--- src/rtl/alu_arbiter.sv ---
// Two-requester round-robin front end for a shared combinational ALU.
// Each granted operation runs IDLE -> EXEC -> RESP and completes on the rsp handshake.
module alu_arbiter (
    input  logic        clk,
    input  logic        reset,
    input  logic        req0_valid,
    input  logic        req1_valid,
    output logic        req0_ready,
    output logic        req1_ready,
    input  logic [3:0]  req0_ctrl,
    input  logic [3:0]  req1_ctrl,
    input  logic [31:0] req0_a,
    input  logic [31:0] req0_b,
    input  logic [31:0] req1_a,
    input  logic [31:0] req1_b,
    output logic [3:0]  alu_ctrl,
    output logic [31:0] alu_a,
    output logic [31:0] alu_b,
    input  logic [31:0] alu_ans,
    output logic        rsp_valid,
    output logic        rsp_id,
    output logic [31:0] rsp_data,
    input  logic        rsp_ready,
    output logic        busy,
    output logic [15:0] op_cnt
);

    localparam logic [1:0] ST_IDLE = 2'd0;
    localparam logic [1:0] ST_EXEC = 2'd1;
    localparam logic [1:0] ST_RESP = 2'd2;

    logic [1:0]  state_q, state_d;
    logic        ptr_q, ptr_d;
    logic [3:0]  ctrl_q, ctrl_d;
    logic [31:0] a_q, a_d;
    logic [31:0] b_q, b_d;
    logic        id_q, id_d;
    logic        rsp_id_q, rsp_id_d;
    logic [31:0] rsp_data_q, rsp_data_d;
    logic [15:0] op_cnt_q, op_cnt_d;
    logic        grant0, grant1;

    // ptr_q = 1 means requester 1 wins a tie; grants are suppressed while in reset
    always_comb begin
        grant0 = 1'b0;
        grant1 = 1'b0;
        if (state_q == ST_IDLE && reset) begin
            if (req0_valid && req1_valid) begin
                grant0 = ~ptr_q;
                grant1 = ptr_q;
            end else begin
                grant0 = req0_valid;
                grant1 = req1_valid;
            end
        end
    end

    always_comb begin
        state_d    = state_q;
        ptr_d      = ptr_q;
        ctrl_d     = ctrl_q;
        a_d        = a_q;
        b_d        = b_q;
        id_d       = id_q;
        rsp_id_d   = rsp_id_q;
        rsp_data_d = rsp_data_q;
        op_cnt_d   = op_cnt_q;
        case (state_q)
            ST_IDLE: begin
                if (grant0 || grant1) begin
                    state_d = ST_EXEC;
                    ptr_d   = grant0;
                    id_d    = grant1;
                    ctrl_d  = grant1 ? req1_ctrl : req0_ctrl;
                    a_d     = grant1 ? req1_a : req0_a;
                    b_d     = grant1 ? req1_b : req0_b;
                end
            end
            ST_EXEC: begin
                state_d    = ST_RESP;
                rsp_data_d = alu_ans;
                rsp_id_d   = id_q;
            end
            ST_RESP: begin
                if (rsp_ready) begin
                    state_d  = ST_IDLE;
                    op_cnt_d = op_cnt_q + 16'd1;
                end
            end
            default: state_d = ST_IDLE;
        endcase
    end

    always_ff @(posedge clk) begin
        if (!reset) begin
            state_q    <= ST_IDLE;
            ptr_q      <= 1'b0;
            ctrl_q     <= 4'd0;
            a_q        <= 32'd0;
            b_q        <= 32'd0;
            id_q       <= 1'b0;
            rsp_id_q   <= 1'b0;
            rsp_data_q <= 32'd0;
            op_cnt_q   <= 16'd0;
        end else begin
            state_q    <= state_d;
            ptr_q      <= ptr_d;
            ctrl_q     <= ctrl_d;
            a_q        <= a_d;
            b_q        <= b_d;
            id_q       <= id_d;
            rsp_id_q   <= rsp_id_d;
            rsp_data_q <= rsp_data_d;
            op_cnt_q   <= op_cnt_d;
        end
    end

    assign req0_ready = grant0;
    assign req1_ready = grant1;
    assign alu_ctrl   = ctrl_q;
    assign alu_a      = a_q;
    assign alu_b      = b_q;
    assign rsp_valid  = (state_q == ST_RESP);
    assign rsp_id     = rsp_id_q;
    assign rsp_data   = rsp_data_q;
    assign busy       = (state_q != ST_IDLE);
    assign op_cnt     = op_cnt_q;

endmodule

--- config.mk ---
export PLATFORM = sky130hd
export DESIGN_NAME = alu_arbiter
export DESIGN_NICKNAME = d
export VERILOG_FILES = /design/src/rtl/alu_arbiter.sv
export SDC_FILE = /design/constraint.sdc
export NUM_CORES = 1
export LEC_CHECK = 0
export ABC_CLOCK_PERIOD_IN_PS = 2530
export CORE_AREA = 2 2 113 115
export CTS_CLUSTER_DIAMETER = 50
export DETAILED_ROUTE_END_ITERATION = 10
export DIE_AREA = 0 0 115 117
export PLACE_DENSITY = 0.85
export SLEW_MARGIN = 30
export SYNTH_ARGS = -nofsm -noshare
export SYNTH_HDL_FRONTEND = slang
export SYNTH_SLANG_ARGS = --single-unit
--- constraint.sdc ---
create_clock -name clk -period 2.53 [get_ports clk]
set_clock_uncertainty 0.1 [all_clocks]
set_input_delay 0.253 -clock clk [delete_from_list [all_inputs] [get_ports clk]]
set_output_delay 0.253 -clock clk [all_outputs]
set_load 0.1 [all_outputs]
* Word level (Yosys, flattened, before mapping)
Cells that the tools add are included.
** Storage, ports and cells
- Register bits :: 121
- Input bits :: 173
- Output and inout bits :: 121
- Logic and storage cells :: 33
** Cells by class
- $add $sub $neg :: 1
- Equality and inequality tests :: 4
- Mux-type cells :: 10
- Bitwise logic cells :: 1
- Reduce and logical (&&, ||, !) cells :: 8
** Operators with widths (count)
- $mux W32 :: 2
- $add A16 B1 Y16 const B :: 1
- $pmux W2 S3 :: 1
- $reduce_and A2 Y1 :: 3
- $mux W1 :: 4
- $mux W2 :: 2
- $mux W4 :: 1
- $ne A2 B1 Y1 const B :: 2
- $eq A2 B1 Y1 const B :: 1
- $eq A2 B2 Y1 const B :: 1
- $logic_and A1 B1 Y1 :: 2
- $logic_not A2 Y1 :: 1
- $reduce_bool A2 Y1 :: 1
- $logic_or A1 B1 Y1 :: 1
- $not A1 Y1 :: 1

* Logic depth before layout (Yosys ltp)
Gate-level depths: netlist of run 1.
- Depth after elaboration :: 6
- Depth in mapped cells :: 7
- Depth with buffers taken out :: 5

* Worst setup path after synthesis of run 1
OpenSTA, ideal clock, no wires.
- Path type :: reg-to-reg
- From :: register state_q[1]
- To :: register op_cnt_q[0], in the netlist op_cnt[0]
- Library setup time :: 67 ps
- Data arrival time :: 2481 ps
- Data required time :: 2363 ps
- Setup slack :: -118 ps
- Cell stages (with the launch flop) :: 5
- Path buffers :: 0
- Clock period less this slack :: 2648 ps
- Path through :: dfxtp_1 -> nor2b_1 -> nand2_1 -> xor2_1 -> nor2_1
** On the way
- Cells in the longest elaborated chain, start to end :: 2
** RTL lines
- start, declared :: line 32 : logic [1:0] state_q, state_d;
- start signal, assigned :: line 106 : state_q <= state_d;
- $eq A2 B2 Y1
- named net rsp_valid :: line 20 : output logic rsp_valid,
- $reduce_and A2 Y1 (no source line)
- end signal, assigned :: line 114 : op_cnt_q <= op_cnt_d;
- end, declared :: line 40 : logic [15:0] op_cnt_q, op_cnt_d;
The timed path passes the listed nets, and every way through them passes these cells.
A chain may end at the register's enable or synchronous reset.

* Worst setup path in the final report of run 1
- From :: register state_q[1]
- To :: output req1_ready
** On the way
- Cells in the longest elaborated chain, start to end :: 3
** RTL lines
- $logic_not A2 Y1 :: line 47 : if (state_q == ST_IDLE && reset) begin
- $logic_and A1 B1 Y1 :: line 47
- $mux W1 :: line 47
- end, declared :: line 9 : output logic req1_ready,
No other way between the ends.

==> reports/results.txt, run 1 <==
Cell Pwr Density: 779 nW/um2
GRT Total Usage: 0.233
Worst Tran Pin Value: 705 ps
Critical-path top delay cell: dfxtp_1
Mapped Cells: 626
first-pass GRT wire length: 24.6 mm
Synth async-reset ratio: 0
worst rel slew slack: 0.530
library cell with the largest summed area after synthesis: dfxtp_1
worst vdd ir: 396 uV
startpoint of the worst register-to-register path: state_q[1]$_SDFFE_PN0P_
crit-path cells: nor3b_2, nand3_2, inv_2, buf_12
Avg Cell Area, Syn: 7.84 um2
Max clock buf depth: 2
Inst Count DP: 1028
Synth top area share: 0.494
most common cell after layout, fill and taps aside: nand2_1
Hold Crit Class: in -> reg
CP max stage delay: 390 ps
die width: 115 um
H-tree depth: 4
number of global-route vias before repair: 5029
Fmax: 447 MHz
postcts setup bufs: 0
dpl ws: 442 ps
wirelength, routed: 16.2 mm
Hold Path Origin: alu_ans[25]
full die area: 13500 um2
Worst-path clk slew: 60 ps
I/O pins: 294
# fillers: 1057
setup ws final: 292 ps
area of the multi-input gates: 2220 um2
DR pass1 iterations: 4
Inserted Clock Buffers: 17
Crit Path Max Fanout: 20
WS Path Type: reg -> out
commonest cells after routing, fill and taps aside: nand2_1, clkdlybuf4s50_1, buf_4, dfxtp_1, a31oi_1
wire per inst: 15.3 um
via count: 5413
GR Layer Usage met1: 0.259
setup TNS: 0 ps
Top FF cell, synth: dfxtp_1
CTS resizes: 0
sequential-to-total area share from yosys stat: 0.494
fin nets: 1071
# DRC: 0
number of distinct library cells after synthesis: 33
antenna violations before repair: 0
worst hold margin: 289 ps
mapped cell area: 4910 um2
Lkg Pwr: 3.46 nW
worst endpoint required time: 2180 ps
Worst setup EP type: output port
Starting Density: 0.398
Detail Route Antenna Nets: 0
share of cells above drive strength 1: 0.190
Syn Nets: 800
register bit count reported by yosys: 121
Crit path arrival time: 1880 ps
Cell Area, Placed: 7610 um2
status: completed
hold_buf cts: 0
Area contributors post-synth: dfxtp_1, nand2_1, a31oi_1
core box area: 12300 um2
Final period util: 0.884
GR peak layer: met2
met2 usage: 0.404
Via-to-Cell Ratio: 5.10
Critical Path Source Type: register
GRT overflow: 0
Skew-Pair Late Insertion Delay: 410 ps
number of max-cap violations: 0
CP Launch Point: state_q[1]$_SDFFE_PN0P_
Sink Count: 121
DP HPWL: 11.4 mm
gpl congestion: 0.826
largest net degree at the start of global routing: 138
FP Rows: 41
non-filler instance count after layout: 1061
CTS tree: built
Root Driver: clkbuf_16
Hold Vio Cnt, Final: 0
number of flops mapped to enable cells by yosys: 0
register area: 2420 um2
final setup fails: 0
M3 GR Usage: 0.0850
die height: 117 um
drt first-iter violations: 383
Port Buf Inserts: 293
fin. max-slew vios: 0
min Tclk post-route: 2240 ps
YS warnings: 0
RSZ-0062 raised after global routing: false
final instance area: 8160 um2
area delta synth->final: 66.4%
==> power breakdown <==
part           switching, mW  leakage, nW  internal (mW)  total, mW
sequential            0.0863        0.992           2.05       2.14
clock                  0.901        0.255           1.35       2.25
combinational           1.42         2.21          0.549       1.97
total                   2.41         3.46           3.95       6.36
==> area by class of cell <==
class / count / area share
Inverter: 4 / 0.00215
Multi-Input combinational cell: 451 / 0.272
Sequential cell: 121 / 0.297
Timing Repair Buffer: 302 / 0.337
Antenna cell: 1 / 0.000307
Clock buffer: 18 / 0.0526
Clock inverter: 14 / 0.0153
Tap cell: 150 / 0.0230
==> routing by layer <==
| metal | wire length, um | vias to the layer above |
|---|---|---|
| li1 | - | 2687 |
| met1 | 6280 | 2487 |
| met2 | 8190 | 211 |
| met3 | 1320 | 28 |
| met4 | 393 | 0 |
| met5 | 0 | - |
==> synthesized netlist by cell type (all sizes together), types with 2 or more instances <==
cell type / count
inv: 4
buf: 31
nand3: 9
clkbuf: 19
nor2b: 2
xor2: 4
nand2b: 6
xnor2: 7
dfxtp: 121
mux2i: 3
o21ai: 70
nor4: 4
nor2: 13
nand4: 4
a31oi: 68
nor3: 3
nand2: 211
and3: 3
a21oi: 38
==> registers in the layout, summed over array words and instances, names as in the netlist <==
signal	cells
alu_b	32
id_q	1
rsp_data	32
rsp_id	1
ptr_q	1
op_cnt	16
state_q	2
alu_ctrl	4
alu_a	32
==> critical path: cells and delay by family (launching register included) <==
kind / cells / cell delay [ps]
buffers and inverters: 2 / 620
DFF: 1 / 390
and+or+nand+nor: 2 / 450
==> final timing paths <==
kind                                     to  slack [ps]  cells past startpoint
setup / recovery                 req1_ready         290                      4
hold / removal    rsp_data[25]$_SDFFE_PN0N_         290                      3
setup reg to reg     alu_a[20]$_SDFFE_PN0P_         550                      6
hold reg to reg         rsp_id$_SDFFE_PN0N_         350                      2
==> per-stage QoR <==
| step | util | power, mW |
|---|---|---|
| 2_1_floorplan | - | 3.56 |
| 3_3_place_gp | 0.618 | 4.13 |
| 3_5_place_dp | 0.618 | 4.15 |
| 4_1_cts | 0.663 | 6.41 |
| 5_1_grt | 0.663 | 6.58 |
| 6_report | 0.663 | 6.36 |
==> logic make-up after synthesis <==
| family | Yosys count | share of synthesized area |
|---|---|---|
| buffers and inverters | 54 | 0.0538 |
| AO/OA/AOI/OAI | 176 | 0.197 |
| adder cells (fa/ha/maj) | 1 | 0.00255 |
| flip-flops | 121 | 0.494 |
| XOR/XNOR | 11 | 0.0196 |
| AND/OR/NAND/NOR | 260 | 0.227 |
| multiplexers | 3 | 0.00612 |
No activity file was read; power rests on OpenSTA's default activity.
==> run 2, diff against run 1 <==
--- a/config.mk
+++ b/config.mk
@@ -6,11 +6,11 @@
 export NUM_CORES = 1
 export LEC_CHECK = 0
 export ABC_CLOCK_PERIOD_IN_PS = 2530
-export CORE_AREA = 2 2 113 115
+export CORE_ASPECT_RATIO = 1.5
+export CORE_UTILIZATION = 35
 export CTS_CLUSTER_DIAMETER = 50
 export DETAILED_ROUTE_END_ITERATION = 10
-export DIE_AREA = 0 0 115 117
-export PLACE_DENSITY = 0.85
+export PLACE_DENSITY = 0.76
 export SLEW_MARGIN = 30
 export SYNTH_ARGS = -nofsm -noshare
 export SYNTH_HDL_FRONTEND = slang
==> reports/results.txt, run 2 (synthesized netlist as in run 1, its figures left out) <==
status: completed
Via-to-Cell Ratio: 4.85 (-4.9%)
worst rel slew slack: 0.521 (-0.00873)
wire per inst: 14.5 um (-5.1%)
post-layout util: 0.606 (-0.0571)
startpoint of the worst register-to-register path: state_q[1]$_SDFFE_PN0P_
Max clock buf depth: 2 (unchanged)
Hold Path Origin: alu_ans[19]
DP HPWL: 11.0 mm (-3.1%)
WS Path Type: reg -> out
GR peak layer: met2
die width: 98.7 um (-14%)
hold_buf cts: 0 (unchanged)
gpl congestion: 0.825 (-0.13%)
Worst setup EP type: output port
drt first-iter violations: 154 (-60%)
number of global-route vias before repair: 5004 (-0.50%)
fin. max-slew vios: 0 (unchanged)
wirelength, routed: 15.6 mm (-3.8%)
full die area: 14500 um2 (+7.8%)
Inserted Clock Buffers: 17 (unchanged)
Crit path arrival time: 1820 ps (-60 ps)
H-tree depth: 4 (unchanged)
Ant. Diodes: 0 (-1)
met2 usage: 0.385 (-0.0195)
Root Driver: clkbuf_16
Sink Count: 121 (unchanged)
most common cell after layout, fill and taps aside: nand2_1
Fmax: 460 MHz (+2.9%)
DR pass1 iterations: 4 (unchanged)
GRT Total Usage: 0.218 (-0.0146)
min Tclk post-route: 2170 ps (-63.5 ps)
cell depth of the worst min-delay path: 3 (unchanged)
Reg2Reg Setup Slack: 530 ps (-20 ps)
Worst-path clk slew: 60 ps (about the same)
RSZ-0062 raised after global routing: false
R2R Path End: alu_a[7]$_SDFFE_PN0P_
Lkg Pwr: 3.50 nW (+1.1%)
Final period util: 0.859 (-0.0251)
commonest cells after routing, fill and taps aside: nand2_1, clkdlybuf4s50_1, buf_4, dfxtp_1, a31oi_1
GR Layer Usage met1: 0.233 (-0.0263)
fin nets: 1074 (+0.28%)
postcts setup bufs: 0 (unchanged)
antenna violations before repair: 0 (unchanged)
GRT overflow: 0 (unchanged)
CTS tree: built
final setup fails: 0 (unchanged)
worst endpoint required time: 2180 ps (about the same)
Crit Path Max Fanout: 18 (-10%)
Critical Path Source Type: register
reg2reg path depth: 6 (unchanged)
largest net degree at the start of global routing: 76 (-45%)
first-pass GRT wire length: 24.9 mm (+1.2%)
M3 GR Usage: 0.0699 (-0.0150)
I/O pins: 294 (unchanged)
Worst Tran Pin Value: 719 ps (+13.1 ps)
Starting Density: 0.361 (-0.0377)
# fillers: 1242 (+18%)
Cell Pwr Density: 785 nW/um2 (+0.70%)
Hold Vio Cnt, Final: 0 (unchanged)
Detail Route Antenna Nets: 0 (unchanged)
via count: 5218 (-3.6%)
Skew-Pair Late Insertion Delay: 400 ps (about the same)
CTS resizes: 0 (unchanged)
setup TNS: 0 ps (unchanged)
share of cells above drive strength 1: 0.192 (+0.00157)
CP Launch Point: state_q[1]$_SDFFE_PN0P_
# DRC: 0 (unchanged)
worst setup path end: req1_ready
core box area: 13600 um2 (+10%)
Hold Crit Class: in -> reg
Inst Count DP: 1043 (+1.5%)
non-filler instance count after layout: 1075 (+1.3%)
worst vdd ir: 333 uV (-16%)
FP Rows: 52 (+27%)
area delta synth->final: 68.0%
number of max-cap violations: 0 (unchanged)
Port Buf Inserts: 293 (unchanged)
die height: 147 um (+26%)
==> run 2: changes by cell type in the layout (fill, tap and decap cells not counted) <==
cell and delta:
diode_2 -1, clkbuf_8 +2, buf_12 +1, clkinvlp_4 -2, buf_4 +2, clkinv_4 +1, inv_6 -3, clkbuf_1 +1
bufinv_16 +1
==> run 2: final cells by class <==
cell class                      instances  area, um2  share of cell area
Inverter                                4       17.5             0.00213
Clock inverter                         11        123              0.0149
Multi-Input combinational cell        451       2220               0.270
Timing Repair Buffer                  305       2790               0.339
Sequential cell                       121       2420               0.294
Tap cell                              162        203              0.0246
Clock buffer                           21        460              0.0559
==> run 2: metrics by stage <==
stage               hold slack, ps  power [mW]  area [um2]  setup slack (ps)
global route                   299        6.72        8240               237
finish                         293        6.47        8240               356
CTS                            277        6.54        8240               310
global placement               342        4.14        7660               506
floorplan                      289        3.56        4910               193
detailed placement             347        4.15        7660               465
==> run 2: worst min path at each step <==
stage                                            to
after CTS                 rsp_data[19]$_SDFFE_PN0N_
after global routing      rsp_data[20]$_SDFFE_PN0N_
final                     rsp_data[19]$_SDFFE_PN0N_
after detailed placement  rsp_data[24]$_SDFFE_PN0N_
after floorplan           rsp_data[10]$_SDFFE_PN0N_
after global placement    rsp_data[11]$_SDFFE_PN0N_
==> run 2: report_power, final <==
group          switching [mW]  internal (mW)  total (mW)
clock                   0.860           1.50        2.36
combinational            1.41          0.557        1.97
sequential             0.0828           2.05        2.14
==> run 2: critical path: stages (launching register included) <==
cell and delay [ps]:
dfxtp_1 410, nor3b_2 290, nand3_2 160, inv_2 320, buf_12 230
==> run 2: per-layer routing <==
layer / up-vias / part of all wire
met1: 2311 / 0.38
met5: - / 0
li1: 2679 / -
met3: 32 / 0.067
met4: 0 / 0.034
met2: 196 / 0.51
